### src/rtl/seg_scan_decoder_pkg.sv
// seg_scan_pkg: shared types and glyph constants for the seven-segment
// scan decoder.
//   scan_state_t : capture FSM states (WAIT, SETTLING, HELD)
//   glyph_t      : decoded digit {err, blank, nibble}
//   SEG_0..SEG_F : segment patterns, bit order {a,b,c,d,e,f,g} = [6:0]
//   SEG_BLANK    : all segments off
//   is_onehot()  : true when exactly one bit of a digit select is set
package seg_scan_pkg;

    typedef enum logic [1:0] {
        WAIT     = 2'd0,
        SETTLING = 2'd1,
        HELD     = 2'd2
    } scan_state_t;

    typedef struct packed {
        logic       err;
        logic       blank;
        logic [3:0] nibble;
    } glyph_t;

    localparam logic [6:0] SEG_0     = 7'h7E;
    localparam logic [6:0] SEG_1     = 7'h30;
    localparam logic [6:0] SEG_2     = 7'h6D;
    localparam logic [6:0] SEG_3     = 7'h79;
    localparam logic [6:0] SEG_4     = 7'h33;
    localparam logic [6:0] SEG_5     = 7'h5B;
    localparam logic [6:0] SEG_6     = 7'h5F;
    localparam logic [6:0] SEG_7     = 7'h70;
    localparam logic [6:0] SEG_8     = 7'h7F;
    localparam logic [6:0] SEG_9     = 7'h7B;
    localparam logic [6:0] SEG_A     = 7'h77;
    localparam logic [6:0] SEG_B     = 7'h1F;
    localparam logic [6:0] SEG_C     = 7'h4E;
    localparam logic [6:0] SEG_D     = 7'h3D;
    localparam logic [6:0] SEG_E     = 7'h4F;
    localparam logic [6:0] SEG_F     = 7'h47;
    localparam logic [6:0] SEG_BLANK = 7'h00;

    function automatic logic is_onehot(input logic [7:0] v);
        return (v != '0) && ((v & (v - 8'd1)) == '0);
    endfunction

endpackage

### src/rtl/seg_scan_decoder_if.sv
// seg_scan_decoder_if: multiplexed seven-segment display scan bus.
//   DIGIT[7:0] : digit select, active-high, one-hot (bit i = position i)
//   SEG[6:0]   : segments, active-high, {a,b,c,d,e,f,g}
// master = display driver, slave = scan decoder.
interface seg_scan_decoder_if;
    logic [7:0] DIGIT;
    logic [6:0] SEG;

    modport master (output DIGIT, SEG);
    modport slave  (input  DIGIT, SEG);
endinterface

### src/rtl/seg_scan_decoder_glyph.sv
// seg7_glyph_decode: combinational seven-segment pattern decoder.
//   seg   : segment pattern {a,b,c,d,e,f,g}
//   glyph : {err, blank, nibble}; hex glyphs give their nibble, all-off
//           gives blank, anything else gives err. nibble is 0 unless a
//           hex glyph matched.
module seg7_glyph_decode
    import seg_scan_pkg::*;
(
    input  logic [6:0] seg,
    output glyph_t     glyph
);

    always_comb begin
        glyph = '0;
        case (seg)
            SEG_0:     glyph.nibble = 4'h0;
            SEG_1:     glyph.nibble = 4'h1;
            SEG_2:     glyph.nibble = 4'h2;
            SEG_3:     glyph.nibble = 4'h3;
            SEG_4:     glyph.nibble = 4'h4;
            SEG_5:     glyph.nibble = 4'h5;
            SEG_6:     glyph.nibble = 4'h6;
            SEG_7:     glyph.nibble = 4'h7;
            SEG_8:     glyph.nibble = 4'h8;
            SEG_9:     glyph.nibble = 4'h9;
            SEG_A:     glyph.nibble = 4'hA;
            SEG_B:     glyph.nibble = 4'hB;
            SEG_C:     glyph.nibble = 4'hC;
            SEG_D:     glyph.nibble = 4'hD;
            SEG_E:     glyph.nibble = 4'hE;
            SEG_F:     glyph.nibble = 4'hF;
            SEG_BLANK: glyph.blank  = 1'b1;
            default:   glyph.err    = 1'b1;
        endcase
    end

endmodule

### src/rtl/seg_scan_decoder.sv
// seg_scan_decoder: reconstructs eight displayed characters from a
// multiplexed seven-segment scan bus.
//   clk         : system clock
//   rst         : synchronous reset, active-low
//   scan        : seg_scan_decoder_if.slave (DIGIT, SEG)
//   value       : decoded nibbles, position i at value[4i+3:4i]
//   blank/err   : per-position all-off / non-hex-glyph flags
//   frame_valid : one-cycle pulse when value/blank/err update
//   frame_err   : sticky, set by a multi-bit DIGIT select
//   stale       : frame watchdog expired (only with SEG_SCAN_TIMEOUT_EN)
// Optional feature macro: SEG_SCAN_TIMEOUT_EN (adds TIMEOUT and stale).
module seg_scan_decoder
    import seg_scan_pkg::*;
#(
    parameter int SETTLE = 4
`ifdef SEG_SCAN_TIMEOUT_EN
  , parameter int TIMEOUT = 1_000_000
`endif
) (
    input  logic                clk,
    input  logic                rst,
    seg_scan_decoder_if.slave   scan,
    output logic [31:0]         value,
    output logic [7:0]          blank,
    output logic [7:0]          err,
    output logic                frame_valid,
    output logic                frame_err
`ifdef SEG_SCAN_TIMEOUT_EN
  , output logic                stale
`endif
);

    localparam logic [7:0] SETTLE_C = 8'(SETTLE);

    scan_state_t state_q, state_d;
    logic [7:0]  s_dig_q, p_dig_q, stab_q, stab_d, seen_q, seen_d;
    logic [6:0]  s_seg_q, p_seg_q;
    glyph_t [7:0] shadow_q, shadow_d;
    logic [31:0] value_q, value_d;
    logic [7:0]  blank_q, blank_d, err_q, err_d;
    logic        frame_valid_q, frame_valid_d, frame_err_q, frame_err_d;

    logic        same, dig_onehot, dig_zero, capture, illegal_sel, complete;
    logic [2:0]  cap_pos;
    glyph_t      cap_glyph;

    assign same       = (s_dig_q == p_dig_q) && (s_seg_q == p_seg_q);
    assign dig_onehot = is_onehot(s_dig_q);
    assign dig_zero   = (s_dig_q == '0);
    assign complete   = (seen_q == '1);

    seg7_glyph_decode u_glyph (
        .seg   (s_seg_q),
        .glyph (cap_glyph)
    );

    // FSM: state register
    always_ff @(posedge clk) begin
        if (!rst) state_q <= WAIT;
        else      state_q <= state_d;
    end

    // FSM: next state
    always_comb begin
        state_d = state_q;
        if (!dig_onehot) begin
            state_d = WAIT;
        end else begin
            case (state_q)
                WAIT:     state_d = SETTLING;
                SETTLING: if (same && stab_q == SETTLE_C) state_d = HELD;
                HELD:     if (!same) state_d = SETTLING;
                default:  state_d = WAIT;
            endcase
        end
    end

    // FSM: outputs. stab_q == SETTLE with an unchanged sample means the
    // pattern has been identical for SETTLE+1 registered samples.
    always_comb begin
        capture     = (state_q == SETTLING) && dig_onehot && same && (stab_q == SETTLE_C);
        illegal_sel = !dig_zero && !dig_onehot;
    end

    always_comb begin
        cap_pos = '0;
        for (int unsigned i = 0; i < 8; i++) begin
            if (s_dig_q[i]) cap_pos = 3'(i);
        end
    end

    // Datapath. The frame copy reads shadow_q, so a capture landing on the
    // copy edge is kept for the next frame via seen_d.
    always_comb begin
        stab_d        = same ? ((stab_q == SETTLE_C) ? stab_q : stab_q + 8'd1) : 8'd1;
        seen_d        = complete ? '0 : seen_q;
        shadow_d      = shadow_q;
        value_d       = value_q;
        blank_d       = blank_q;
        err_d         = err_q;
        frame_valid_d = complete;
        frame_err_d   = frame_err_q | illegal_sel;
        if (capture) begin
            seen_d[cap_pos]   = 1'b1;
            shadow_d[cap_pos] = cap_glyph;
        end
        if (complete) begin
            for (int unsigned i = 0; i < 8; i++) begin
                value_d[4*i +: 4] = shadow_q[i].nibble;
                blank_d[i]        = shadow_q[i].blank;
                err_d[i]          = shadow_q[i].err;
            end
        end
    end

    always_ff @(posedge clk) begin
        if (!rst) begin
            s_dig_q       <= '0;
            s_seg_q       <= '0;
            p_dig_q       <= '0;
            p_seg_q       <= '0;
            stab_q        <= '0;
            seen_q        <= '0;
            shadow_q      <= '0;
            value_q       <= '0;
            blank_q       <= '1;
            err_q         <= '0;
            frame_valid_q <= 1'b0;
            frame_err_q   <= 1'b0;
        end else begin
            s_dig_q       <= scan.DIGIT;
            s_seg_q       <= scan.SEG;
            p_dig_q       <= s_dig_q;
            p_seg_q       <= s_seg_q;
            stab_q        <= stab_d;
            seen_q        <= seen_d;
            shadow_q      <= shadow_d;
            value_q       <= value_d;
            blank_q       <= blank_d;
            err_q         <= err_d;
            frame_valid_q <= frame_valid_d;
            frame_err_q   <= frame_err_d;
        end
    end

    assign value       = value_q;
    assign blank       = blank_q;
    assign err         = err_q;
    assign frame_valid = frame_valid_q;
    assign frame_err   = frame_err_q;

`ifdef SEG_SCAN_TIMEOUT_EN
    localparam logic [19:0] TIMEOUT_C = 20'(TIMEOUT);

    logic [19:0] to_cnt_q, to_cnt_d;
    logic        stale_q, stale_d;

    // Counter saturates at TIMEOUT so stale cannot drop by wrap-around.
    always_comb begin
        to_cnt_d = to_cnt_q;
        stale_d  = stale_q;
        if (complete) begin
            to_cnt_d = '0;
            stale_d  = 1'b0;
        end else begin
            if (to_cnt_q != TIMEOUT_C) to_cnt_d = to_cnt_q + 20'd1;
            if (to_cnt_d == TIMEOUT_C) stale_d = 1'b1;
        end
    end

    always_ff @(posedge clk) begin
        if (!rst) begin
            to_cnt_q <= '0;
            stale_q  <= 1'b0;
        end else begin
            to_cnt_q <= to_cnt_d;
            stale_q  <= stale_d;
        end
    end

    assign stale = stale_q;
`endif

endmodule

### src/flat_wrapper.sv
// flat-port wrapper written by rule: the top's interface ports become plain ports
module seg_scan_decoder_flat import seg_scan_pkg::*;
#(
    parameter int SETTLE = 4

)
  (clk, rst, value, blank, err, frame_valid, frame_err, scan_DIGIT, scan_SEG);
  seg_scan_decoder_if scan_i ();
  input  logic clk;
  input  logic rst;
  output logic [31:0] value;
  output logic [7:0] blank;
  output logic [7:0] err;
  output logic frame_valid;
  output logic frame_err;
  input wire logic [$bits(scan_i.DIGIT)-1:0] scan_DIGIT;
  input wire logic [$bits(scan_i.SEG)-1:0] scan_SEG;
  assign scan_i.DIGIT = scan_DIGIT;
  assign scan_i.SEG = scan_SEG;
  seg_scan_decoder #(.SETTLE(SETTLE)) u_core (.clk(clk), .rst(rst), .scan(scan_i), .value(value), .blank(blank), .err(err), .frame_valid(frame_valid), .frame_err(frame_err));
endmodule
### config.mk
export PLATFORM = sky130hd
export DESIGN_NAME = seg_scan_decoder_flat
export DESIGN_NICKNAME = d
export VERILOG_FILES = /design/src/rtl/seg_scan_decoder_pkg.sv /design/src/rtl/seg_scan_decoder_if.sv /design/src/rtl/seg_scan_decoder_glyph.sv /design/src/rtl/seg_scan_decoder.sv /design/src/flat_wrapper.sv
export SDC_FILE = /design/constraint.sdc
export NUM_CORES = 1
export LEC_CHECK = 0
export CAP_MARGIN = 25
export CORE_MARGIN = 1
export CORE_UTILIZATION = 56
export DETAILED_ROUTE_END_ITERATION = 8
export GPL_ROUTABILITY_DRIVEN = 0
export PLACE_DENSITY = 0.8
export SYNTH_ARGS = -nofsm -noshare
export SYNTH_HDL_FRONTEND = slang
export SYNTH_SLANG_ARGS = --single-unit
### constraint.sdc
create_clock -name clk -period 3.4 [get_ports clk]
set_clock_uncertainty 0.15 [all_clocks]
set_input_delay 1.02 -clock clk [delete_from_list [all_inputs] [get_ports clk]]
set_output_delay 1.02 -clock clk [all_outputs]
set_load 0.02 [all_outputs]
## Word-level counts from Yosys, hierarchy flattened

Cells that the tools add are included.

| word-level totals | value |
|---|---|
| flip-flop bits (word level) | 146 |
| latch bits | 0 |
| RAM bits | 0 |
| memory bits (read-only) | 0 |
| output and inout bits | 50 |
| word-level logic and storage cells | 110 |
| memories | 0 |

| operators by class | value |
|---|---|
| add/sub/neg operators | 2 |
| multipliers | 0 |
| divide/modulo/power cells | 0 |
| magnitude comparators | 2 |
| equality and inequality tests | 25 |
| shift operators | 0 |
| muxes and demuxes | 22 |
| bitwise logic cells | 3 |
| reductions and logical operators | 19 |

Operators with widths:

| kind | number |
|---|---|
| equality test 7 bit, second input constant | 12 |
| case mux 4 bit (15 select lines) | 1 |
| bitwise mux 48 bit | 1 |
| equality test 7 x 6 -> 1 bit, second input constant | 3 |
| demux 6 bit (select 3 bit) | 1 |
| OR reduction 17 bit | 1 |
| logical NOT 8 bit | 2 |
| 2-to-1 mux 8 bit | 2 |
| 2-to-1 mux 3 bit | 4 |
| adder 8 x 1 -> 8 bit, second input constant | 1 |
| AND 8 bit | 1 |
| equality test 8 x 3 -> 1 bit, second input constant | 1 |
| equality test 8 bit | 1 |
| equality test 8 bit, second input constant | 1 |
| logical AND 1 bit | 8 |
| 2-to-1 mux 2 bit | 4 |
| OR 8 bit | 1 |
| nonzero test 8 bit | 1 |
| subtractor 8 x 1 -> 8 bit, second input constant | 1 |
| equality test 7 x 5 -> 1 bit, second input constant | 1 |
| equality test 7 bit | 1 |
| logical NOT 7 bit | 1 |
| 2-to-1 mux 1 bit | 6 |
| 2-to-1 mux 6 bit | 1 |
| 12 further kinds | 16 |

## Longest topological paths before layout

| depth | value |
|---|---|
| depth after elaboration | 13 |
| mapped depth | 9 |

## Modules after synthesis

Synthesis repeated with hierarchy kept, for this count alone.

| unflattened totals | value |
|---|---|
| cells, all modules | 627 |
| area, all modules | 5828.1 sq um |

Modules (own cells, without submodules):

| module | instances | cells an instance | area an instance (sq um) | sequential area each (sq um) |
|---|---|---|---|---|
| seg_scan_decoder | 1 | 568 | 5401.4 | 2922.8 |
| seg7_glyph_decode | 1 | 59 | 426.7 | 0.0 |

## Worst setup path before layout

Ideal clock, no wire load.

| timing path | value |
|---|---|
| path type | register to register |
| start | reg u_core.stab_q[0] |
| end | reg u_core.shadow_q[20] in the netlist's numbering |
| library setup time | 129 ps |
| arrival | 2296 ps |
| path slack | 825 ps |
| cell stages (with the launch flop) | 8 |
| buffers on the path | 0 |
| cells stage by stage | dfxtp_1 > inv_1 > ha_1 > nor4b_1 > nand4_1 > or4b_2 > o41ai_1 > a21oi_1 |

| between the ends | value |
|---|---|
| longest elaborated chain between the ends | 2 |

RTL lines:

| item | line | source |
|---|---|---|
| from (decl) | seg_scan_decoder.sv:36 | `logic [7:0] s_dig_q, p_dig_q, stab_q, stab_d, seen_q, seen_d;` |
| from (signal assigned) | seg_scan_decoder.sv:135 | `stab_q <= stab_d;` |
| equality test 8 x 3 -> 1 bit | seg_scan_decoder.sv:81 | `capture = (state_q == SETTLING) && dig_onehot && same && (stab_q == SETTLE_C);` |
| logical AND 1 bit | seg_scan_decoder.sv:81 |  |
| to (signal assigned) | seg_scan_decoder.sv:137 | `shadow_q <= shadow_d;` |
| to (decl) | seg_scan_decoder.sv:38 | `glyph_t [7:0] shadow_q, shadow_d;` |

No other way between the ends.
A chain may end at the register's enable or synchronous reset.

## Final worst setup path

Same ends and word-level chain as after synthesis.

==> out/qor.txt <==
Vias in the first global route - 4728
Syn Std Cell Area - 0.005907 mm²
Cell variety after synth - 58
Setup crit start - u_core.stab_q[0]
RSZ-0062 raised after global routing - no
Layout area overhead - 22.81%
Top cells by area, synth - dfxtp_1 49%, nand2_1 10%, mux2i_1 6.9%, a21oi_1 5.2%, xor2_1 3.0%
Post-DR vias/cell - 5.598
# Max-Cap Violations - 0
Outcome - completed
CTS H-Tree Depth - 4
IO Pins - 67
Die Area - 0.01096 mm²
Ys flop type - dfxtp_1
Critical Path Sink Type - register
Hold WC Path Type - register to register
Synth Warn # - 0
GRT overflow - 0
Post-CTS Repair Setup Buffers - 0
Leakage - 2.720 nW
Hold buffers post-CTS - 0
Critical path arrival - 3.19 ns
Hpwl dp - 8.759 mm
Power Dens Cells - 532.6 mW/mm²
Initial DRT Pass Iterations - 5
Die Span X - 104.7 µm
Number of flops mapped to enable cells by yosys - 0
Number of antenna diodes - 0
DRC - 0
Critical path type - register to register
Cells after DPL - 838
Register bit total from synthesis - 146
Rows - 37
First-pass GRT wire length - 22.43 mm
Initial core utilization - 57.48%
Hold Fails Final Rpt - 0
Max Root-Sink Buffers - 2
Final nets - 740
Post-Syn Nets - 691
CTS tree - built
Via Count - 4870
Crit-path max FO - 9
Total GRT Usage - 25.75%
Period utilization - 86.39%
Post-route minimum period - 2.937 ns
Final slew viol count - 0
Reg clk slew, reported paths - 0.06 ns
Worst-Margin Slew - 1.003 ns
Cell count after synthesis - 672
Final setup fails - 0
TritonCTS buffer count - 17
Initial antenna violation count - 0
Fin cells - 870
Port buffer count - 66
Final ANT Viol Nets - 0
Hold_sp - u_core.value[21]
Core footprint - 0.01028 mm²
CTS resizes - 0
Peak supply drop - 0.2870 mV
Post-Syn Area per Cell - 8.790 µm²
Routed Wire Length - 13.27 mm
CTS sink cnt - 146
Initial drt markers - 408
Critical R2R Launch - u_core.stab_q[0]
Achievable frequency - 340.5 MHz
Layout cells sized above 1 - 7.766%
Routed len/inst - 15.25 µm
Top cell type's share of synthesized area - 49.48%
Largest area contributor in the netlist - dfxtp_1
Largest net degree at the start of global routing - 60
Sequential share of the synthesized area - 49.48%
Setup_tns - 0 ns
CP Data Required Time - 3.65 ns
Die height - 104.7 µm
Clk root buf - clkbuf_8
Crit start category - register
Post-synth ARST share - 0%
Worst-Skew Late Latency - 0.53 ns
Max transition margin - 33.12%
[final timing paths]
path,end,slack [ns],depth (start not counted)
worst min-delay path,u_core.value[21],0.30,2
worst max-delay path,u_core.shadow_q[20],0.46,7
worst max register to register,u_core.shadow_q[20],0.46,7
worst min register to register,u_core.value[21],0.30,2
[kinds of logic (layout without fill, tap and decap cells)]
group / count (synthesis) / in the layout / share of synthesized area (%)
AND/OR/NAND/NOR: 300 / 300 / 24.76
buffers and inverters: 61 / 123 / 4.194
adder cells (fa/ha/maj): 4 / 4 / 0.7625
flip-flops: 146 / 146 / 49.48
XOR/XNOR: 24 / 24 / 3.559
AO/OA/AOI/OAI: 95 / 95 / 10.10
multiplexers: 42 / 42 / 7.138
[final cells by class]
type	instances	area [µm²]
repair buffers	78	758.2
clock buffers	21	439.2
inverters	13	48.80
multi-input cells	465	2739
clock inverters	11	176.4
flip-flops and latches	146	2923
fillers	768	3023
well taps	136	170.2
[metal layers]
layer	wire length (µm)	up-vias	GRT usage, %
li1	-	2383	-
met1	5842	2311	31.89
met2	6486	146	42.29
met3	576	30	5.864
met4	363	0	12.47
met5	0	-	0
[cells in the mapped netlist (4+ instances only)]
cell type / instances
a21oi_1: 61
and2_1: 27
and3_1: 4
buf_1: 5
clkbuf_1: 38
dfxtp_1: 146
inv_1: 12
mux2i_1: 41
nand2_1: 157
nand3_1: 23
nand3b_1: 4
nand4_1: 15
nor2_1: 20
nor3_1: 10
nor4_1: 7
nor4b_1: 5
o21ai_0: 5
o22ai_1: 4
o41ai_1: 5
or2_2: 4
xnor2_1: 4
xor2_1: 20
[power by group]
| group | total, W | switching (W) | internal, W |
|---|---|---|---|
| sequential | 0.00176 | 0.0000305 | 0.00173 |
| combinational | 0.000176 | 0.000104 | 0.0000721 |
| clock | 0.00193 | 0.000709 | 0.00122 |
| total | 0.00386 | 0.000843 | 0.00302 |
[state kept, by name, summed over array words and instances (netlist names)]
signal	flops
u_core.p_dig_q	8
u_core.frame_valid	1
u_core.blank	8
u_core.s_seg_q	7
u_core.state_q	2
u_core.value	32
u_core.shadow_q	48
u_core.frame_err	1
u_core.seen_q	8
u_core.s_dig_q	8
u_core.err	8
u_core.p_seg_q	7
u_core.stab_q	8
[placed cells by master, fill, tap and decap left out, types with 2 or more instances in the layout]
cell / synthesis / layout
nor4b_1: 5 / 5
or4_1: 3 / 3
dfxtp_1: 146 / 146
nand2_1: 157 / 157
and4_1: 3 / 3
ha_1: 2 / 2
clkbuf_1: 38 / 3
nand4_1: 15 / 15
nor2_1: 20 / 19
o21ai_0: 5 / 5
nand3b_1: 4 / 4
nand3_1: 23 / 23
or3_1: 3 / 3
inv_6: 0 / 2
o21a_1: 2 / 2
a21oi_1: 61 / 61
clkdlybuf4s50_1: 0 / 65
bufinv_16: 0 / 4
clkbuf_16: 0 / 16
or2_2: 4 / 4
o221ai_1: 2 / 2
nor4_1: 7 / 7
clkinv_4: 0 / 3
nand2b_1: 3 / 3
mux2i_1: 41 / 41
nor3_1: 10 / 10
o22ai_1: 4 / 4
maj3_1: 2 / 2
o41ai_1: 5 / 5
o21ai_1: 2 / 2
xnor2_1: 4 / 4
xor2_1: 20 / 20
o22a_1: 2 / 2
and3_1: 4 / 4
and2_1: 27 / 27
buf_4: 0 / 11
nor3b_1: 3 / 3
clkbuf_8: 0 / 2
inv_1: 12 / 12
[critical path, cell delays in order (launching register included)]
cell and delay, ns:
dfxtp_1 0.35, inv_1 0.10, ha_1 0.15, nor4b_1 0.45, nand4_1 0.42, or4b_2 0.77
o41ai_1 0.35, a21oi_1 0.07
[per-stage QoR]
step / util [%] / hold slack, ns / power, W / setup WS (ns) / area (µm²)
4_1_cts: 70.59 / 0.3035 / 0.003885 / 0.4440 / 7254
2_1_floorplan: - / 0.2730 / 0.001918 / 0.8254 / 5907
6_report: 70.59 / 0.3022 / 0.003864 / 0.4628 / 7254
5_1_grt: 70.59 / 0.3224 / 0.003991 / 0.1441 / 7254
3_5_place_dp: 64.60 / 0.2906 / 0.001970 / 0.5225 / 6639
3_3_place_gp: 64.60 / 0.2887 / 0.001964 / 0.5774 / 6639
Note: power is estimated with default switching activity, not from simulation.
